`src/rtl/la_pkg.sv`:
```
// Shared definitions for the logic-analyser capture path: event word layout
// and channel limits seen by the UART transfer arbiter.
package la_pkg;

    localparam int TS_W         = 28;
    localparam int W_LEVEL      = 28;
    localparam int W_LOST       = 29;
    localparam int RSV_W        = 2;
    localparam int WORD_W       = RSV_W + 2 + TS_W;
    localparam int MAX_CHANNELS = 4;

    // Reserved bits stay zero; the arbiter stamps the channel index there.
    function automatic logic [WORD_W-1:0] make_word(
        input logic            lost,
        input logic            level,
        input logic [TS_W-1:0] ts
    );
        return {{RSV_W{1'b0}}, lost, level, ts};
    endfunction

endpackage

```
`src/rtl/sync_fifo.sv`:
```
// Single-clock FIFO with a registered head word; a push on full is accepted
// when a pop happens in the same cycle.
module sync_fifo #(
    parameter int WIDTH = 32,
    parameter int DEPTH = 16
) (
    input  logic             clk,
    input  logic             rst,
    input  logic             push,
    input  logic             pop,
    input  logic [WIDTH-1:0] din,
    output logic [WIDTH-1:0] dout,
    output logic             full,
    output logic             empty
);

    localparam int AW = $clog2(DEPTH);

    logic [WIDTH-1:0] mem [DEPTH];
    logic [AW:0]      wr_ptr;
    logic [AW:0]      rd_ptr;
    logic [AW:0]      rd_ptr_next;
    logic             push_ok;
    logic             pop_ok;

    // Pointers carry one extra wrap bit to tell full from empty.
    assign empty       = (wr_ptr == rd_ptr);
    assign full        = (wr_ptr[AW] != rd_ptr[AW]) && (wr_ptr[AW-1:0] == rd_ptr[AW-1:0]);
    assign pop_ok      = pop && !empty;
    assign push_ok     = push && (!full || pop_ok);
    assign rd_ptr_next = rd_ptr + {{AW{1'b0}}, pop_ok};

    always_ff @(posedge clk) begin
        if (push_ok) begin
            mem[wr_ptr[AW-1:0]] <= din;
        end
    end

    always_ff @(posedge clk or posedge rst) begin
        if (rst) begin
            wr_ptr <= '0;
            rd_ptr <= '0;
            dout   <= '0;
        end else begin
            wr_ptr <= wr_ptr + {{AW{1'b0}}, push_ok};
            rd_ptr <= rd_ptr_next;
            // New word lands at the head when it is the only one left queued.
            if (push_ok && (wr_ptr == rd_ptr_next)) begin
                dout <= din;
            end else if (pop_ok && (rd_ptr_next != wr_ptr)) begin
                dout <= mem[rd_ptr_next[AW-1:0]];
            end
        end
    end

endmodule

```
`src/rtl/channel_capture.sv`:
```
// One capture channel: synchronises a probe pin, timestamps level changes and
// queues event words for the UART transfer arbiter.
module channel_capture
    import la_pkg::*;
#(
    parameter int TICK_PRESCALER = 1,
    parameter int FIFO_DEPTH     = 16
) (
    input  logic        i_clk,
    input  logic        i_rst,
    input  logic        probe,
    input  logic        enable,
    output logic [31:0] data_out,
    output logic        available,
    input  logic        read,
    output logic        overflow
);

    localparam int PW = (TICK_PRESCALER > 1) ? $clog2(TICK_PRESCALER) : 1;

    logic              s1;
    logic              s2;
    logic              prev;
    logic              enable_q;
    logic              read_q;
    logic              lost_pending;
    logic [PW-1:0]     pre;
    logic [TS_W-1:0]   ts;
    logic              arm;
    logic              edge_evt;
    logic              evt;
    logic              pop_req;
    logic              drop;
    logic              full;
    logic              empty;
    logic [WORD_W-1:0] word;

    assign arm      = enable && !enable_q;
    assign edge_evt = enable && (s2 != prev);
    // An edge in the arm cycle folds into the arm word via the shared s2 level.
    assign evt      = arm || edge_evt;
    assign pop_req  = read && !read_q;
    assign drop     = evt && full && !pop_req;
    assign word     = make_word(lost_pending, s2, ts);

    always_ff @(posedge i_clk or posedge i_rst) begin
        if (i_rst) begin
            s1           <= 1'b0;
            s2           <= 1'b0;
            prev         <= 1'b0;
            enable_q     <= 1'b0;
            read_q       <= 1'b0;
            pre          <= '0;
            ts           <= '0;
            lost_pending <= 1'b0;
            overflow     <= 1'b0;
        end else begin
            s1       <= probe;
            s2       <= s1;
            prev     <= s2;
            enable_q <= enable;
            read_q   <= read;

            if (!enable) begin
                pre <= '0;
                ts  <= '0;
            end else if (pre == PW'(TICK_PRESCALER - 1)) begin
                pre <= '0;
                ts  <= ts + TS_W'(1);
            end else begin
                pre <= pre + PW'(1);
            end

            if (drop) begin
                lost_pending <= 1'b1;
                overflow     <= 1'b1;
            end else if (evt) begin
                lost_pending <= 1'b0;
            end
        end
    end

    sync_fifo #(
        .WIDTH (WORD_W),
        .DEPTH (FIFO_DEPTH)
    ) u_fifo (
        .clk   (i_clk),
        .rst   (i_rst),
        .push  (evt),
        .pop   (pop_req),
        .din   (word),
        .dout  (data_out),
        .full  (full),
        .empty (empty)
    );

    assign available = !empty;

endmodule

```
`config.mk`:
```
export PLATFORM = sky130hd
export DESIGN_NAME = channel_capture
export DESIGN_NICKNAME = d
export VERILOG_FILES = /design/src/rtl/la_pkg.sv /design/src/rtl/sync_fifo.sv /design/src/rtl/channel_capture.sv
export SDC_FILE = /design/constraint.sdc
export NUM_CORES = 1
export LEC_CHECK = 0
export BUFFER_PORTS_ARGS = -buffer_cell sky130_fd_sc_hd__buf_2
export CAP_MARGIN = 20
export CORE_AREA = 2 2 273 275
export DETAILED_ROUTE_END_ITERATION = 8
export DIE_AREA = 0 0 275 277
export PLACE_DENSITY = 0.51
export SETUP_SLACK_MARGIN = 0.5
export SYNTH_ARGS = -nofsm -noshare
export SYNTH_HDL_FRONTEND = slang
export SYNTH_SLANG_ARGS = --single-unit
```
`constraint.sdc`:
```
create_clock -name i_clk -period 8.7 [get_ports i_clk]
set_clock_uncertainty 0.2 [all_clocks]
set_input_delay 1.305 -clock i_clk [delete_from_list [all_inputs] [get_ports i_clk]]
set_output_delay 1.305 -clock i_clk [all_outputs]
set_load 0.01 [all_outputs]
```
# Yosys cells after proc, flatten, opt, wreduce, memory -nomap -nowiden
# Memories as Yosys holds them, arrays and structs flattened.
# Index checks and enable logic that the tools add are counted.
[totals]
ff_bits = 78
latch_bits = 0
mem_bits_rw = 480
romBits = 0
in_bits = 5
output_inout_bits = 34
elab_cells = 53
n_memories = 1
[mem_list]
columns = ["name", "words", "width", "rd", "rd_clocked_by_memory_dff", "write_ports", "line_no", "source"]
rows = [
  ["u_fifo.mem", 16, 30, 1, 0, 1, "sync_fifo.sv:19", "logic [WIDTH-1:0] mem [DEPTH];"],
]
[op_classes]
add_sub_neg = 4
multipliers = 0
div = 0
n_lt_le_gt_ge = 0
n_eq_ne = 7
shifts = 0
muxes = 10
bitwise = 0
reduce_logical = 19
[op_table]
columns = ["operator", "count"]
rows = [
  ["2-to-1 mux 32 bit", 2],
  ["2-to-1 mux 28 bit", 2],
  ["adder 28 x 1 -> 28 bit, second input constant", 1],
  ["adder 5 x 1 -> 5 bit", 2],
  ["== test 5 bit", 2],
  ["logical AND 1 bit", 10],
  ["2-to-1 mux 1 bit", 6],
  ["zero test 1 bit", 5],
  ["inequality test 5 bit", 1],
  ["== test 4 bit", 1],
  ["nonzero test 2 bit", 2],
  ["logical OR 1 bit", 2],
  ["inequality test 1 bit", 2],
  ["inequality test 2 bit, second input constant", 1],
  ["adder 1 bit, second input constant", 1],
]

# Longest topological paths before layout
# Gate-level depths: netlist (run 1).
[depth]
depth_word = 8
ltp_mapped = 14
mapped_depth_nobuf = 11

# Hierarchy
# A second synthesis (run 1) with hierarchy kept.
[unflattened]
cells_unflattened = 1093
area_unflattened_um2 = 22738.1
[by_module_without_submodules]
columns = ["module", "n_inst", "cells_per_inst", "area_per_inst_um2", "seq_area_each_um2"]
rows = [
  ["sync_fifo", 1, 935, 21126.5, 16425.8],
  ["channel_capture", 1, 158, 1611.5, 875.8],
]

# Worst setup path before layout (run 1)
# No wires, ideal clock.
[synth_path]
path_type = "input-to-reg"
from = "input read"
to = "memory u_fifo.mem[8][0] in the netlist's numbering, enable pin"
arrival_time_ps = 4988
required_ps = 7996
slack_ps = 3008
path_stages = 5
cell_sequence = "nor2b_1 -> nor3_1 -> nand2b_1 -> buf_2 -> nor4b_1"
[synth_between]
elab_chain_len = 6
[synth_lines]
columns = ["item", "line_no", "source"]
rows = [
  ["start: declaration", "channel_capture.sv:15", "input logic read,"],
  ["logical AND 1 bit", "channel_capture.sv:42", "assign pop_req = read && !read_q;"],
  ["logical AND 1 bit", "sync_fifo.sv:29", "assign pop_ok = pop && !empty;"],
  ["logical OR 1 bit", "sync_fifo.sv:30", "assign push_ok = push && (!full || pop_ok);"],
  ["logical AND 1 bit", "sync_fifo.sv:30", ""],
  ["2-to-1 mux 1 bit", "sync_fifo.sv:34", "if (push_ok) begin"],
  ["2-to-1 mux 1 bit (implied by the code)", "sync_fifo.sv:35", "mem[wr_ptr[AW-1:0]] <= din;"],
  ["end: declaration", "sync_fifo.sv:19", ""],
]
# No other way between the ends.

# Worst setup path after layout (run 1)
[layout_path]
from = "register u_fifo.wr_ptr[3]"
to = "register u_fifo.dout[13]"
[layout_between]
elab_chain_len = 7
elab_cells_between_ends = 17
[layout_lines]
columns = ["item", "line_no", "source"]
rows = [
  ["start: declaration", "sync_fifo.sv:20", "logic [AW:0] wr_ptr;"],
  ["start signal: assignment", "sync_fifo.sv:45", "wr_ptr <= wr_ptr + {{AW{1'b0}}, push_ok};"],
  ["== test 5 bit (*)", "sync_fifo.sv:27", "assign empty = (wr_ptr == rd_ptr);"],
  ["zero test 1 bit (*)", "sync_fifo.sv:29", ""],
  ["logical AND 1 bit (*)", "sync_fifo.sv:29", ""],
  ["adder 5 x 1 -> 5 bit (*)", "sync_fifo.sv:31", "assign rd_ptr_next = rd_ptr + {{AW{1'b0}}, pop_ok};"],
  ["via u_fifo.rd_ptr_next[1]", "sync_fifo.sv:22", "logic [AW:0] rd_ptr_next;"],
  ["memory read (16 x 30 bit), or another cell as far along", "n/a", ""],
  ["2-to-1 mux 32 bit, or another cell as far along", "sync_fifo.sv:50", "end else if (pop_ok && (rd_ptr_next != wr_ptr)) begin"],
  ["2-to-1 mux 32 bit / nonzero test 2 bit (equally long branches)", "n/a", ""],
  ["end signal: assignment", "sync_fifo.sv:49", "dout <= din;"],
  ["end signal: assignment", "sync_fifo.sv:51", "dout <= mem[rd_ptr_next[AW-1:0]];"],
  ["end: declaration", "sync_fifo.sv:12", "output logic [WIDTH-1:0] dout,"],
]
# The timed path passes the listed nets; every way through them passes the cells marked *. The select of a mux whose other input is x is not followed.
# A chain may end at the register's enable or synchronous reset.

==> reports/metrics.csv, run 1 <==
stage,metric,value,unit
sta,fin_crit,5.88,ns
sta,max_freq,0.170,GHz
detailed_routing,routedWlPerCell,24.0,um
sta,setup_violations,0,
placement,io_buffers,36,
clocking,cts_buffers,58,
logic_synthesis,synthFlopType,edfxtp_1,
detailed_routing,antenna_left,0,
worst_setup_path,critPathMaxFanout,58,
worst_setup_path,endpoint_kind,flop,
die,ioPinCount,39,
status,outcome,"finished, final reports clean",
placement,gp_congestion,0.694,
detailed_routing,highest_layer,met4,
global_routing,grt_pass1_vias,11000,
detailed_routing,wl_met1,23.8,mm
global_routing,grt_usage,13.8,%
detailed_routing,vias_per_cell,4.88,
pwr,power_leakage,8.61,nW
global_routing,grt_max_degree,84,
worst_setup_path,worstSetupPathType,reg2reg,
worst_hold_path,min_to,s2,
logic_synthesis,syn-instance-count,1058,
clocking,clk_path_buf_depth,3,
worst_hold_path,hp-class,reg2reg,
logic_synthesis,seq_area_frac_synth,74.7,%
placement,place_inst,2039,
logic_synthesis,synth_seq_cells,555,
clocking,post_cts_buffers,0,
pwr,power_frac_seq,39.4,%
detailed_routing,drtIter0Drc,852,
placement,hpwl,26.8,mm
detailed_routing,dr_wl_met2,24.4,mm
die,die_area,76200,um^2
logic_synthesis,async_flop_share,13.5,%
die,num_rows,100,
worst_setup_path,arrival,6.22,ns
pwr,pwr-share-comb,30.5,%
clocking,cts_tree,done,
pwr,power.density,333,nW/um^2
sta,hold_viol,0,
sta,tns,0,ns
finish,diodes,0,
clocking,root_buffer,clkbuf_16,
clocking,clock_sinks,555,
sta,drv_slew,0,
worst_setup_path,r2r-end,u_fifo.dout[13],
sta,rsz0062_at_grt,no,
finish,nNetsFinal,1140,
finish,fillers,6896,
pwr,intPower,5.92,mW
detailed_routing,vias,10500,
detailed_routing,totalWireLength,51.6,mm
global_routing,grt_pass1_wl,76.4,mm
logic_synthesis,yosysWarnings,0,
pwr,clkPwrFrac,30.1,%
sta,period_share,67.6,%
die,fp.dieH,277,um
pwr,swShare,30.0,%
pwr,vdd_drop_max,285,uV
worst_setup_path,r2r_start,u_fifo.wr_ptr[3],
finish,area_growth,16.4,%
clocking,cts.repair.resized,0,
pwr,p_switching,2.54,mW
detailed_routing,drc,0,
worst_hold_path,hold_depth,0,
flow_run,maxCapViolations,0,
sta,tightestPinTransition,1.02,ns
die,core-area,73600,um^2
global_routing,grt_overflow_total,0,
detailed_routing,dr.pass1.iters,5,
finish,fin_cells,2147,
die,chipWidth,275,um
clocking,cts-hold-fix-buffers,0,
worst_setup_path,reg2reg_slack,2.82,ns
sta,maxSlewHeadroom,32.0,%
logic_synthesis,avgSynthCellArea,20.6,um^2
worst_setup_path,critPathRequiredTime,9.04,ns
finish,post_route_cells_drive_above_1_share,29.5,%
detailed_routing,dr_wl_met3,2.54,mm
die,initial_core_util,29.7,%
logic_synthesis,synth_edf_count,480,
clocking,htree_levels,2,
worst_setup_path,startpoint_type,flop,
worst_hold_path,min_from,s1,
logic_synthesis,ys_types,40,
worst_setup_path,r2r_cells,13,
logic_synthesis,synth_area,21800,um^2
clocking,clk_latency,0.61,ns
global_routing,grt_antenna_before_repair,0,
clocking,clk_pin_slew,0.06,ns
-- worst max path at each step --
| stage | from | end | slack [ns] | cells past startpoint |
|---|---|---|---|---|
| 6_report | u_fifo.wr_ptr[3] | u_fifo.dout[13] | 2.82 | 13 |
| 5_1_grt | u_fifo.wr_ptr[3] | u_fifo.dout[20] | 2.52 | 13 |
| 4_1_cts | u_fifo.wr_ptr[3] | u_fifo.dout[13] | 2.82 | 13 |
| 3_5_place_dp | read | u_fifo.dout[13] | 2.68 | 13 |
| 3_3_place_gp | read | u_fifo.dout[13] | 2.68 | 13 |
| 2_1_floorplan | read | u_fifo.mem[8][0] | 3.01 | 5 |
-- metal layers --
layer	GRT usage, %	vias up
li1	-	4511
met1	19.6	5655
met2	21.7	247
met3	2.64	70
met4	3.22	0
met5	0	-
-- synth_stat cells (2+ instances only) --
cell type | number | area [um^2]
xnor2_1 | 18 | 158
buf_1 | 2 | 7.51
nor4_1 | 14 | 87.6
or2_2 | 2 | 12.5
nand4_1 | 5 | 31.3
a221o_1 | 30 | 300
o21ai_0 | 5 | 25.0
edfxtp_1 | 480 | 14400
mux2i_1 | 61 | 611
xor2_1 | 19 | 166
and2_1 | 24 | 150
inv_2 | 2 | 7.51
clkbuf_1 | 38 | 143
buf_2 | 20 | 100
buf_4 | 2 | 15.0
nand2b_1 | 2 | 12.5
a21boi_0 | 4 | 30.0
nand2_1 | 11 | 41.3
inv_1 | 7 | 26.3
nand3_1 | 13 | 65.1
and3_1 | 2 | 12.5
mux4_2 | 120 | 2700
ha_1 | 5 | 62.6
or3_1 | 5 | 31.3
nor2_1 | 2 | 7.51
dfrtp_1 | 75 | 1880
nor4b_1 | 5 | 43.8
nor3_1 | 40 | 200
nor2b_1 | 2 | 12.5
mux2_2 | 30 | 338
and4_1 | 4 | 35.0
-- layout by cell type, fill, tap and decap left out, drive strengths merged --
cell,Yosys,final
a2111oi,1,1
a21boi,5,5
a21o,1,1
a221o,30,30
and2,24,24
and3,2,2
and3b,1,1
and4,4,4
buf,24,73
bufinv,0,7
clkbuf,38,74
clkinv,0,25
clkinvlp,0,1
conb,1,2
dfrtp,75,75
edfxtp,480,480
ha,5,5
inv,9,10
mux2,30,30
mux2i,61,61
mux4,120,120
nand2,11,11
nand2b,2,2
nand3,13,13
nand4,5,5
nor2,2,2
nor2b,2,2
nor3,40,40
nor3b,1,1
nor4,14,14
nor4b,5,5
o21ai,5,5
o21bai,1,1
o221ai,1,1
or2,2,2
or3,5,5
xnor2,18,18
xor2,20,20
-- power groups by stage --
| stage | clock network [mW] | logic [mW] | registers (mW) |
|---|---|---|---|
| 6_report | 2.54 | 2.58 | 3.34 |
| 5_1_grt | 2.71 | 2.80 | 3.36 |
| 4_1_cts | 2.61 | 2.66 | 3.34 |
| 3_5_place_dp | 0 | 2.66 | 3.39 |
| 3_3_place_gp | 0 | 2.64 | 3.39 |
| 2_1_floorplan | 0 | 1.91 | 3.32 |
-- cell families (layout without fill, tap and decap cells) --
logic type	count (synthesis)	after routing	synth area share, %
other	1	2	0.0172
flip-flops	555	555	74.7
XOR/XNOR	38	38	1.56
AND/OR/NAND/NOR	133	133	3.48
buffers and inverters	71	190	1.37
adder cells (fa/ha/maj)	5	5	0.287
multiplexers	211	211	16.7
AO/OA/AOI/OAI	44	44	1.90
-- critical path: stages, from the launching register on --
cell and delay, ns:
dfrtp_1 0.79, xnor2_1 0.25, nand4_1 0.24, o21ai_4 0.19
buf_4 0.49, inv_2 0.15, ha_4 0.20, ha_4 0.90
xor2_1 0.22, a2111oi_4 0.31, buf_4 0.51, mux2i_4 0.73
buf_4 0.39, a221o_1 0.19
-- state kept, by name (all words and copies together) (netlist names) --
| signal | flops |
|---|---|
| u_fifo.rd_ptr | 5 |
| u_fifo.mem | 480 |
| u_fifo.dout | 30 |
| s2 | 1 |
| prev | 1 |
| overflow | 1 |
| s1 | 1 |
| u_fifo.wr_ptr | 5 |
| ts | 28 |
| lost_pending | 1 |
| read_q | 1 |
| enable_q | 1 |
-- area by class of cell --
cell class                 count  area, um^2  area share [%]
clock inverter                34         353            1.39
inverter                       9        36.3           0.143
clock buffer                  74        1620            6.39
sequential                   555       16300            64.1
tap                          969        1210            4.77
multi-input combinational    433        5410            21.3
timing repair buffer          73         470            1.85
-- through the flow --
| stage | hold slack, ns | area, um^2 | worst slack, ns | util (%) | total power [mW] |
|---|---|---|---|---|---|
| global placement | 0.141 | 23400 | 2.68 | 31.8 | 6.03 |
| global route | 0.155 | 25400 | 2.52 | 34.5 | 8.87 |
| detailed placement | 0.145 | 23400 | 2.68 | 31.8 | 6.05 |
| finish | 0.156 | 25400 | 2.82 | 34.5 | 8.46 |
| floorplan | 0.131 | 21800 | 3.01 | - | 5.23 |
| CTS | 0.154 | 25400 | 2.82 | 34.5 | 8.61 |
(Power assumes the default switching activity.)
==> inputs of run 2 (changes only) <==
clock period = 6.1 ns   (was 8.7 ns; I/O delays follow)
==> reports/metrics.csv, run 2 (synthesized netlist as in run 1, its figures left out) <==
stage,metric,value,unit
status,outcome,"finished, final reports clean",
worst_hold_path,hp-class,in2async,
detailed_routing,routedWlPerCell,24.4,um
detailed_routing,dr.pass1.iters,5,
finish,final_cell_mix,"edfxtp_1, mux4_2, dfrtp_1",
sta,tightestPinTransition,1.04,ns
worst_setup_path,crit_path_end,u_fifo.dout[15],
pwr,power.density,467,nW/um^2
global_routing,grt_pass1_wl,76.6,mm
worst_setup_path,reg2reg_slack,1.76,ns
die,initial_core_util,29.7,%
detailed_routing,drtIter0Drc,952,
sta,period_share,71.2,%
worst_setup_path,startpoint_type,flop,
placement,place_worst_setup_slack,1.68,ns
finish,post_route_cells_drive_above_1_share,28.4,%
die,num_rows,100,
global_routing,grt_antenna_before_repair,1,
worst_setup_path,r2r-end,u_fifo.dout[15],
clocking,clk_latency,0.62,ns
finish,nNetsFinal,1138,
worst_setup_path,critPathRequiredTime,6.39,ns
sta,drv_slew,0,
finish,fillers,6893,
clocking,root_buffer,clkbuf_16,
clocking,htree_levels,2,
finish,diodes,0,
detailed_routing,antenna_left,0,
clocking,post_cts_buffers,0,
clocking,cts.repair.resized,0,
worst_setup_path,critPathLaunch,u_fifo.wr_ptr[3],
die,ioPinCount,39,
worst_setup_path,arrival,4.63,ns
worst_setup_path,worstPathCellList,"xnor2_1, nand4_1, o21ai_4, inv_2, ha_4, ha_4, xor2_4, buf_4, buf_4, mux2i_1, mux2_2, nor3_1, a221o_1",
clocking,clk_pin_slew,0.06,ns
sta,setup_slack,1.76,ns
sta,tns,0,ns
sta,setup_violations,0,
sta,rsz0062_at_grt,no,
worst_setup_path,r2r_start,u_fifo.wr_ptr[3],
die,fp.dieH,277,um
sta,maxSlewHeadroom,30.9,%
clocking,cts_tree,done,
clocking,cts_buffers,57,
clocking,clock_sinks,555,
clocking,clk_path_buf_depth,3,
clocking,cts-hold-fix-buffers,0,
pwr,vdd_drop_max,481,uV
sta,fin_crit,4.34,ns
flow_run,maxCapViolations,0,
die,core-area,73600,um^2
worst_setup_path,slowest_stage,dfrtp_1,
placement,io_buffers,36,
finish,final_common_cell,edfxtp_1,
placement,gp_congestion,0.700,
detailed_routing,vias_per_cell,4.91,
pwr,power_leakage,8.52,nW
die,chipWidth,275,um
finish,largest_reg_flops,480,
placement,hpwl,26.0,mm
detailed_routing,vias,10500,
sta,hold_viol,0,
detailed_routing,drc,0,
die,die_area,76200,um^2
finish,area_growth,15.7,%
global_routing,grt_max_degree,122,
finish,postLayoutCoreUtil,34.3,%
worst_setup_path,critPathMaxFanout,34,
global_routing,grt_pass1_vias,11000,
finish,multi_input_area,5410,um^2
detailed_routing,totalWireLength,52.3,mm
worst_setup_path,worstSetupPathType,reg2reg,
finish,seqCellArea,16300,um^2
worst_setup_path,max_stage_delay,0.76,ns
global_routing,grt_overflow_total,0,
sta,max_freq,0.230,GHz
global_routing,grt_usage,13.8,%
worst_setup_path,endpoint_kind,flop,
worst_setup_path,r2r_cells,13,
run 2: cell types whose count changed in the layout (fill, tap and decap cells not counted), moves of 3 or more:
cell       before  now
bufinv_16       7    3
clkbuf_16      60   57
clkinv_2       18   13
clkbuf_1        7   20
buf_4          36   33
run 2: cell type report:
class | instances | share of cell area [%]
tap | 969 | 4.80
clock inverter | 25 | 0.887
clock buffer | 83 | 6.27
timing repair buffer | 72 | 1.93
sequential | 555 | 64.5
multi-input combinational | 433 | 21.4
inverter | 9 | 0.144
run 2: worst min-delay path by stage:
| stage | start | to | slack (ns) | cells after the start |
|---|---|---|---|---|
| 2_1_floorplan | s1 | s2 | 0.13 | 0 |
| 3_3_place_gp | s1 | s2 | 0.15 | 0 |
| 3_5_place_dp | s1 | s2 | 0.15 | 0 |
| 4_1_cts | i_rst | ts[9] | 0.11 | 2 |
| 5_1_grt | i_rst | s2 | 0.14 | 2 |
| 6_report | i_rst | s2 | 0.12 | 2 |
run 2: critical path: cells and delay by family (launching register included):
family,cells,cell delay (ns)
muxes,2,0.48
AOI/OAI and AO/OA,2,0.48
buffers and inverters,3,1.31
and+or+nand+nor,2,0.26
DFF,1,0.76
adders and majority gates,2,0.35
xor gates and xnor gates,2,0.36
run 2: stage by stage:
stage / std cells / instance area, um^2 / hold slack (ns) / total power, mW
after detailed placement: 2038 / 23400 / 0.148 / 8.59
after global placement: 2038 / 23400 / 0.146 / 8.57
after CTS: 2146 / 25200 / 0.111 / 12.0
after global routing: 2146 / 25200 / 0.137 / 12.4
final: 2146 / 25200 / 0.124 / 11.8
after floorplan: 1059 / 21800 / 0.131 / 7.46
run 2: power breakdown:
part           total, mW  internal, mW  switching [mW]  leakage, nW
clock network       3.37          1.93            1.44        0.893
logic               3.69          1.79            1.89         2.18
registers           4.73          4.48           0.253         5.45
total               11.8          8.20            3.59         8.52
run 2: per-layer routing:
metal	global-route usage [%]	up-vias	wire, um
met1	19.9	5680	24100
met2	21.4	268	24200
met5	0	-	0
met4	3.94	0	1210
li1	-	4501	-
met3	2.25	83	2830
